<file path="src/rtl/core_pkg.sv">
// Core-wide types shared by rename, issue and writeback.
// Physical tag and ROB index widths derive from the sizes below.
package core_pkg;

    localparam int XLEN  = 32;
    localparam int PREGS = 64;
    localparam int ROBSZ = 32;

    typedef logic [$clog2(PREGS)-1:0] preg_tag_t;
    typedef logic [$clog2(ROBSZ)-1:0] rob_idx_t;

endpackage

</file>
<file path="src/rtl/wb_arbiter_rr_pick2.sv">
// Combinational two-winner circular priority picker.
// Scans from ptr_i upward with wrap; first hit -> gnt0, second -> gnt1.
module rr_pick2 #(
    parameter int N = 4,
    localparam int PW = (N > 1) ? $clog2(N) : 1
) (
    input  logic [N-1:0]  valid_i,
    input  logic [PW-1:0] ptr_i,
    output logic [N-1:0]  gnt0_o,
    output logic [N-1:0]  gnt1_o,
    output logic          found0_o,
    output logic          found1_o
);

    logic [PW-1:0] idx;
    logic          f0;
    logic          f1;

    always_comb begin
        gnt0_o = '0;
        gnt1_o = '0;
        f0     = 1'b0;
        f1     = 1'b0;
        idx    = '0;
        for (int k = 0; k < N; k++) begin
            idx = PW'((int'(ptr_i) + k) % N);
            if (valid_i[idx]) begin
                if (!f0) begin
                    gnt0_o[idx] = 1'b1;
                    f0          = 1'b1;
                end else if (!f1) begin
                    gnt1_o[idx] = 1'b1;
                    f1          = 1'b1;
                end
            end
        end
        found0_o = f0;
        found1_o = f1;
    end

endmodule

</file>
<file path="src/rtl/wb_arbiter.sv">
// Dual-port writeback arbiter: picks up to two FU results per cycle
// round-robin and registers them onto the PRF write / CDB ports.
module wb_arbiter
    import core_pkg::*;
#(
    parameter int NREQ  = 4,
    parameter int XLEN  = core_pkg::XLEN,
    parameter int PREGS = core_pkg::PREGS
) (
    input  logic                       clk,
    input  logic                       reset,
    input  logic [NREQ-1:0]            req_valid,
    output logic [NREQ-1:0]            req_ready,
    input  preg_tag_t [NREQ-1:0]       req_tag,
    input  logic [NREQ-1:0][XLEN-1:0]  req_data,
    input  rob_idx_t [NREQ-1:0]        req_rob,
    output logic                       wen0,
    output logic                       wen1,
    output preg_tag_t                  wtag0,
    output preg_tag_t                  wtag1,
    output logic [XLEN-1:0]            wdata0,
    output logic [XLEN-1:0]            wdata1,
    output rob_idx_t                   cdb_rob0,
    output rob_idx_t                   cdb_rob1
);

    localparam int PW = (NREQ > 1) ? $clog2(NREQ) : 1;

    logic [PW-1:0]   rr_ptr_q, rr_ptr_d;
    logic [NREQ-1:0] gnt0, gnt1;
    logic            found0, found1;
    logic [PW-1:0]   idx0, idx1, last;

    preg_tag_t       tag0_d, tag1_d;
    logic [XLEN-1:0] data0_d, data1_d;
    rob_idx_t        rob0_d, rob1_d;

    logic            wen0_q, wen1_q;
    preg_tag_t       wtag0_q, wtag1_q;
    logic [XLEN-1:0] wdata0_q, wdata1_q;
    rob_idx_t        rob0_q, rob1_q;

    rr_pick2 #(.N(NREQ)) u_pick (
        .valid_i  (req_valid),
        .ptr_i    (rr_ptr_q),
        .gnt0_o   (gnt0),
        .gnt1_o   (gnt1),
        .found0_o (found0),
        .found1_o (found1)
    );

    // No grants are issued while reset is held.
    assign req_ready = reset ? '0 : (gnt0 | gnt1);

    always_comb begin
        tag0_d  = '0;
        tag1_d  = '0;
        data0_d = '0;
        data1_d = '0;
        rob0_d  = '0;
        rob1_d  = '0;
        idx0    = '0;
        idx1    = '0;
        for (int i = 0; i < NREQ; i++) begin
            if (gnt0[i]) begin
                tag0_d  = req_tag[i];
                data0_d = req_data[i];
                rob0_d  = req_rob[i];
                idx0    = PW'(i);
            end
            if (gnt1[i]) begin
                tag1_d  = req_tag[i];
                data1_d = req_data[i];
                rob1_d  = req_rob[i];
                idx1    = PW'(i);
            end
        end
        last     = found1 ? idx1 : idx0;
        rr_ptr_d = rr_ptr_q;
        if (found0) begin
            rr_ptr_d = PW'((int'(last) + 1) % NREQ);
        end
    end

    always_ff @(posedge clk or posedge reset) begin
        if (reset) begin
            rr_ptr_q <= '0;
            wen0_q   <= 1'b0;
            wen1_q   <= 1'b0;
            wtag0_q  <= '0;
            wtag1_q  <= '0;
            wdata0_q <= '0;
            wdata1_q <= '0;
            rob0_q   <= '0;
            rob1_q   <= '0;
        end else begin
            rr_ptr_q <= rr_ptr_d;
            wen0_q   <= found0;
            wen1_q   <= found1;
            if (found0) begin
                wtag0_q  <= tag0_d;
                wdata0_q <= data0_d;
                rob0_q   <= rob0_d;
            end
            if (found1) begin
                wtag1_q  <= tag1_d;
                wdata1_q <= data1_d;
                rob1_q   <= rob1_d;
            end
        end
    end

    // Rename hands out unique tags, so paired grants must differ.
    always @(posedge clk) begin
        if (!reset && found1) begin
            assert (tag0_d != tag1_d)
            else $error("wb_arbiter: duplicate tag %0d on both ports", tag0_d);
        end
        if (!reset && found0) begin
            assert (int'(tag0_d) < PREGS)
            else $error("wb_arbiter: tag %0d out of range", tag0_d);
        end
    end

    assign wen0     = wen0_q;
    assign wen1     = wen1_q;
    assign wtag0    = wtag0_q;
    assign wtag1    = wtag1_q;
    assign wdata0   = wdata0_q;
    assign wdata1   = wdata1_q;
    assign cdb_rob0 = rob0_q;
    assign cdb_rob1 = rob1_q;

endmodule
</file>
<file path="config.mk">
export PLATFORM = sky130hd
export DESIGN_NAME = wb_arbiter
export DESIGN_NICKNAME = d
export VERILOG_FILES = /design/src/rtl/core_pkg.sv /design/src/rtl/wb_arbiter_rr_pick2.sv /design/src/rtl/wb_arbiter.sv
export SDC_FILE = /design/constraint.sdc
export NUM_CORES = 1
export LEC_CHECK = 0
export CORE_UTILIZATION = 47
export CTS_CLUSTER_SIZE = 25
export DETAILED_ROUTE_END_ITERATION = 16
export PLACE_DENSITY = 0.94
export SKIP_LAST_GASP = 1
export SYNTH_ARGS = -nofsm -noshare
export SYNTH_HDL_FRONTEND = slang
export SYNTH_SLANG_ARGS = --single-unit
</file>
<file path="constraint.sdc">
create_clock -name clk -period 9.06 [get_ports clk]
set_input_delay 2.265 -clock clk [delete_from_list [all_inputs] [get_ports clk]]
set_output_delay 2.265 -clock clk [all_outputs]
set_load 0.02 [all_outputs]
</file>
Word level (Yosys, flattened, before mapping)
Index checks and enable logic that the tools add are counted.
- word-level logic and storage cells: 104
- input bits: 178
- bits in registers: 90
- bitwise operators: 6
- muxes and demuxes: 73
- magnitude comparators: 8
- reduce and logical (&&, ||, !) cells: 4
- add/subtract/negate cells: 4
- operator list (kind ; number):
    two-way mux 32 bit ; 8
    two-way mux 4 bit ; 16
    two-way mux 6 bit ; 8
    two-way mux 5 bit ; 8
    bitwise OR 4 bit ; 6
    two-way mux 1 bit ; 20
    < comparator 2 x 3 -> 1 bit, second input constant ; 4
    two-way mux 2 bit ; 5
    binary-select mux 1 bit (select 2 bit) ; 4
    demux 1 bit (select 2 bit) ; 4
    greater-or-equal comparator 2 x 1 -> 1 bit, second input constant ; 4
    adder 2 x 1 -> 2 bit, second input constant ; 2
    adder 2 bit, second input constant ; 2
    logical AND 1 bit ; 4

Depth between registers and ports, before layout
- depth after elaboration: 20
- gate-level depth with buffers: 15
- mapped depth without buffers: 9

By module
From an unflattened synthesis, not the netlist that was laid out.
- cell total of the unflattened synthesis: 663
- area total of the unflattened synthesis: 5851.9 um^2
- modules (own cells, without submodules) (module ; cells an instance ; sequential area each (um^2) ; instances ; area an instance (um^2)):
    wb_arbiter ; 612 ; 2252.2 ; 1 ; 5371.4
    rr_pick2 ; 51 ; 0.0 ; 1 ; 480.5

Worst setup path before layout
No wires, ideal clock.
- kind: input port to output port
- from: input port reset
- to: output port req_ready[1]
- data required time: 6.795 ns
- data arrival time: 4.604 ns
- cell stages on the path: 2
- path buffers: 0
- path slack: 2.191 ns
- path through: inv_1 o31a_1
- longest elaborated chain between the ends: 1
- RTL lines (what ; line ; text):
    from (decl) ; wb_arbiter.sv:11 ; input logic reset,
    two-way mux 4 bit ; wb_arbiter.sv:53 ; assign req_ready = reset ? '0 : (gnt0 | gnt1);
    to (decl) ; wb_arbiter.sv:13 ; output logic [NREQ-1:0] req_ready,
No other way between the ends.

Worst setup path in the final report
- from: input port req_valid[2]
- to: output port req_ready[2]
- longest elaborated chain between the ends: 15
- RTL lines (what ; line ; text):
    from (decl) ; wb_arbiter.sv:12 ; input logic [NREQ-1:0] req_valid,
    binary-select mux 1 bit (select 2 bit) ; wb_arbiter_rr_pick2.sv:27 ; if (valid_i[idx]) begin
    two-way mux 1 bit (not written as such) ; wb_arbiter_rr_pick2.sv:27 ;
    two-way mux 1 bit ; wb_arbiter_rr_pick2.sv:27 ;
    two-way mux 4 bit ; wb_arbiter_rr_pick2.sv:28 ; if (!f0) begin
    two-way mux 4 bit ; wb_arbiter_rr_pick2.sv:27 ;
    bitwise OR 4 bit (no line) ; -- ;
    two-way mux 4 bit ; wb_arbiter_rr_pick2.sv:31 ; end else if (!f1) begin
    two-way mux 4 bit ; wb_arbiter_rr_pick2.sv:28 ;
    two-way mux 4 bit ; wb_arbiter_rr_pick2.sv:27 ;
    bitwise OR 4 bit (no line) ; -- ;
    two-way mux 4 bit ; wb_arbiter_rr_pick2.sv:31 ;
    two-way mux 4 bit ; wb_arbiter_rr_pick2.sv:28 ;
    two-way mux 4 bit ; wb_arbiter_rr_pick2.sv:27 ;
    bitwise OR 4 bit (*) ; wb_arbiter.sv:53 ;
    two-way mux 4 bit (*) ; wb_arbiter.sv:53 ;
Every way passes the cells marked *; elsewhere a longest branch is shown, timed or not. The select of a mux whose other input is x is not followed.

==> qor.csv <==
stage,metric,value,unit
detailed_routing,final WL,26390,um
detailed_routing,met3 WL post-DR,3538,um
setup_path,R2R Path Start,rr_ptr_q[0]$_DFFE_PP0P_,
sta,min Tclk post-route,7.363,ns
sta,RSZ-0062 raised after global routing,no,
logic_synthesis,Synth top area share,0.3489,
setup_path,reg2reg path depth,11,
setup_path,Crit. path cell count,8,
finish,most frequent cells in the layout,"clkdlybuf4s50_1, nand3_1, dfrtp_1, inv_1, a21oi_1",
floorplanning,Starting Density,0.4855,
grt,gr ovfl total,0,
finish,Syn-to-layout area delta,45.03,%
setup_path,CP max stage cell,clkdlybuf4s50_1,
clock_tree,Sink Count,90,
detailed_routing,met1 wire length,9330,um
detailed_routing,drt wl/cell,22.93,um
clock_tree,TritonCTS clock tree,built,
sta,Pins Over Slew Limit,0,
finish,"leading cell type in the layout, fill and taps excluded",clkdlybuf4s50_1,
detailed_routing,Remaining DRCs,0,
flow_run,# Max-Cap Violations,0,
detailed_routing,WL met2,12390,um
setup_path,CP bufs+invs,2,
setup_path,cell family with most CP delay,buffers and inverters,
placed_design,GP Congestion,0.9568,
clock_tree,Post-CTS Setup Bufs,0,
logic_synthesis,"Seq/Total Area, Yosys",0.3489,
logic_synthesis,synth top area cells,"dfrtp_1, nand3_1, a22o_1",
logic_synthesis,Synth async-reset ratio,1.000,
logic_synthesis,Synth Register Bits,90,
detailed_routing,Post-DRT Antenna Nets,0,
clock_tree,"Clk Latency, worst-skew pair",0.35,ns
sta,fmax,0.1358,GHz
setup_path,CP max stage delay,0.70,ns
sta,worst slew pin tran,1.228,ns
clock_tree,cts bufs inserted,9,
sta,setup ws final,1.697,ns
clock_tree,"Clk pin slew, worst setup/hold paths",0.07,ns
floorplanning,I/O pin total,270,
floorplanning,FP Rows,42,
clock_tree,post-CTS sizing,0,
setup_path,Worst setup SP type,primary input,
sta,final setup fails,0,
detailed_routing,Top Metal Used,met4,
detailed_routing,vias per cell,6.929,
logic_synthesis,synth warn,0,
clock_tree,# hold bufs at CTS,0,
grt,total track usage,0.3695,
detailed_routing,starting DRC count in detailed routing,1281,
setup_path,R2R Path End,wtag1[1]$_DFFE_PP0N_,
logic_synthesis,post-synth net total,944,
detailed_routing,drt first pass iters,6,
clock_tree,Root Driver,clkbuf_16,
power_and_ir_drop,P_leak,0.003592,uW
floorplanning,die height,119.2,um
run_status,outcome,completed,
logic_synthesis,count of cell types in the netlist,59,
sta,clk_skew,0.008635,ns
finish,layout cells sized above 1,0.05436,
setup_path,CP endpoint,req_ready[2],
sta,final worst-path cycle share,0.8127,
logic_synthesis,Post-Syn Instances,760,
power_and_ir_drop,Worst VDD drop,0.8003,mV
sta,Slew HR,0.1810,
placed_design,DPL Wire Length,16860,um
setup_path,Critical Path End Type,output pin,
grt,largest net degree at the start of global routing,87,
setup_path,R2R setup slack,4.63,ns
grt,first-pass GRT wire length,41340,um
logic_synthesis,Avg Synthesized Cell Area,8.493,um^2
floorplanning,die extent in x,119.2,um
logic_synthesis,Mapped Area,0.006455,mm^2
setup_path,Setup Crit Path Kind,in -> out,
clock_tree,clk buf depth,2,
setup_path,most repeated library cell on the critical path,clkdlybuf4s50_1,
grt,initial antenna violation count,0,
logic_synthesis,Post-synth EDFFs,0,
setup_path,CP startpoint,req_valid[2],
min_path,hold depth,1,
finish,antenna diode count,0,
finish,Final #Nets,1154,
setup_path,crit path DAT,5.10,ns
grt,vias in the first global route,7859,
placed_design,Placement Setup Slack,1.733,ns
setup_path,CP Max Fanout,13,
sta,setup TNS,0,ns
min_path,worst min path class,reg -> reg,
clock_tree,H-tree lvl count,3,
setup_path,required time of the critical path,6.80,ns
logic_synthesis,"area leader, netlist",dfrtp_1,
floorplanning,core area,0.01330,mm^2
setup_path,worst-path cell chain,clkdlybuf4s50_1 > or3b_1 > a211o_1 > a21oi_1 > o21ai_1 > and2_2 > a31oi_1 > clkdlybuf4s50_1,
sta,"Hold Vio Cnt, Final",0,
floorplanning,DIE AREA,0.01421,mm^2
detailed_routing,Vias,7975,
placed_design,Buffers on Ports,269,
power_and_ir_drop,pwr dens,473.9,mW/mm^2
logic_synthesis,ys flop type,dfrtp_1,
-- cell type report --
type	instances	area, um^2
fill	1016	3934
multi-input combinational	533	3603
timing repair buffer	283	2798
sequential	90	2252
clock buffer	11	232.7
tap	176	220.2
inverter	53	201.4
clock inverter	5	53.80
-- report_power, final --
group          total [uW]  leakage, uW  switching [uW]  internal [uW]
logic                3260      0.00238            1960           1300
registers             795      0.00107             145            650
clock network         384     0.000144             170            214
total                4440      0.00359            2270           2160
-- layer usage --
layer	track usage	up-vias
met4	0.1962	0
met3	0.09866	135
li1	-	3364
met5	0	-
met2	0.6003	782
met1	0.4460	3694
-- flip-flops by register name, indices dropped and copies added (netlist names), 2 cells and up --
| signal | cells |
|---|---|
| cdb_rob1 | 5 |
| wtag0 | 6 |
| wdata1 | 32 |
| cdb_rob0 | 5 |
| wdata0 | 32 |
| wtag1 | 6 |
| rr_ptr_q | 2 |
-- kinds of logic after synthesis --
family / count (synthesis) / share of synthesized area
simple gates: 218 / 0.1925
flops: 90 / 0.3489
compound gates: 299 / 0.3229
buf+inv: 137 / 0.09769
mux: 8 / 0.02055
xor+xnor: 1 / 0.004265
fa+ha+maj: 7 / 0.01318
-- metrics by stage --
step	cell area, um^2	utilization	cells	power, uW	hold slack (ns)
after detailed placement	9075	0.6826	1135	3975	0.4862
final	9361	0.7041	1151	4436	0.5047
after global placement	9075	0.6826	1135	3877	0.4880
after CTS	9361	0.7041	1151	4362	0.5088
after floorplan	6455	-	760	2962	0.6106
after global routing	9361	0.7041	1151	4670	0.5172
-- cell usage after synthesis (4+ instances only) --
| master | number |
|---|---|
| a21oi_1 | 50 |
| a22o_1 | 43 |
| a31oi_1 | 47 |
| buf_2 | 30 |
| buf_6 | 10 |
| clkbuf_1 | 42 |
| dfrtp_1 | 90 |
| ha_1 | 6 |
| inv_1 | 53 |
| mux4_2 | 4 |
| nand2_1 | 11 |
| nand2b_1 | 33 |
| nand3_1 | 92 |
| nand4_1 | 44 |
| nor2_1 | 5 |
| o2111ai_1 | 43 |
| o211ai_1 | 4 |
| o21ai_0 | 45 |
| o22ai_1 | 46 |
| or2b_1 | 12 |
-- worst min-delay path by stage --
stage	endpoint	from
finish	wdata1[10]$_DFFE_PP0N_	wdata1[10]$_DFFE_PP0N_
global route	wdata1[27]$_DFFE_PP0N_	wdata1[27]$_DFFE_PP0N_
global placement	cdb_rob1[1]$_DFFE_PP0N_	cdb_rob1[1]$_DFFE_PP0N_
floorplan	wdata1[14]$_DFFE_PP0N_	wdata1[14]$_DFFE_PP0N_
CTS	wdata1[14]$_DFFE_PP0N_	wdata1[14]$_DFFE_PP0N_
detailed placement	wdata1[14]$_DFFE_PP0N_	wdata1[14]$_DFFE_PP0N_
No activity file was read; power rests on OpenSTA's default activity.
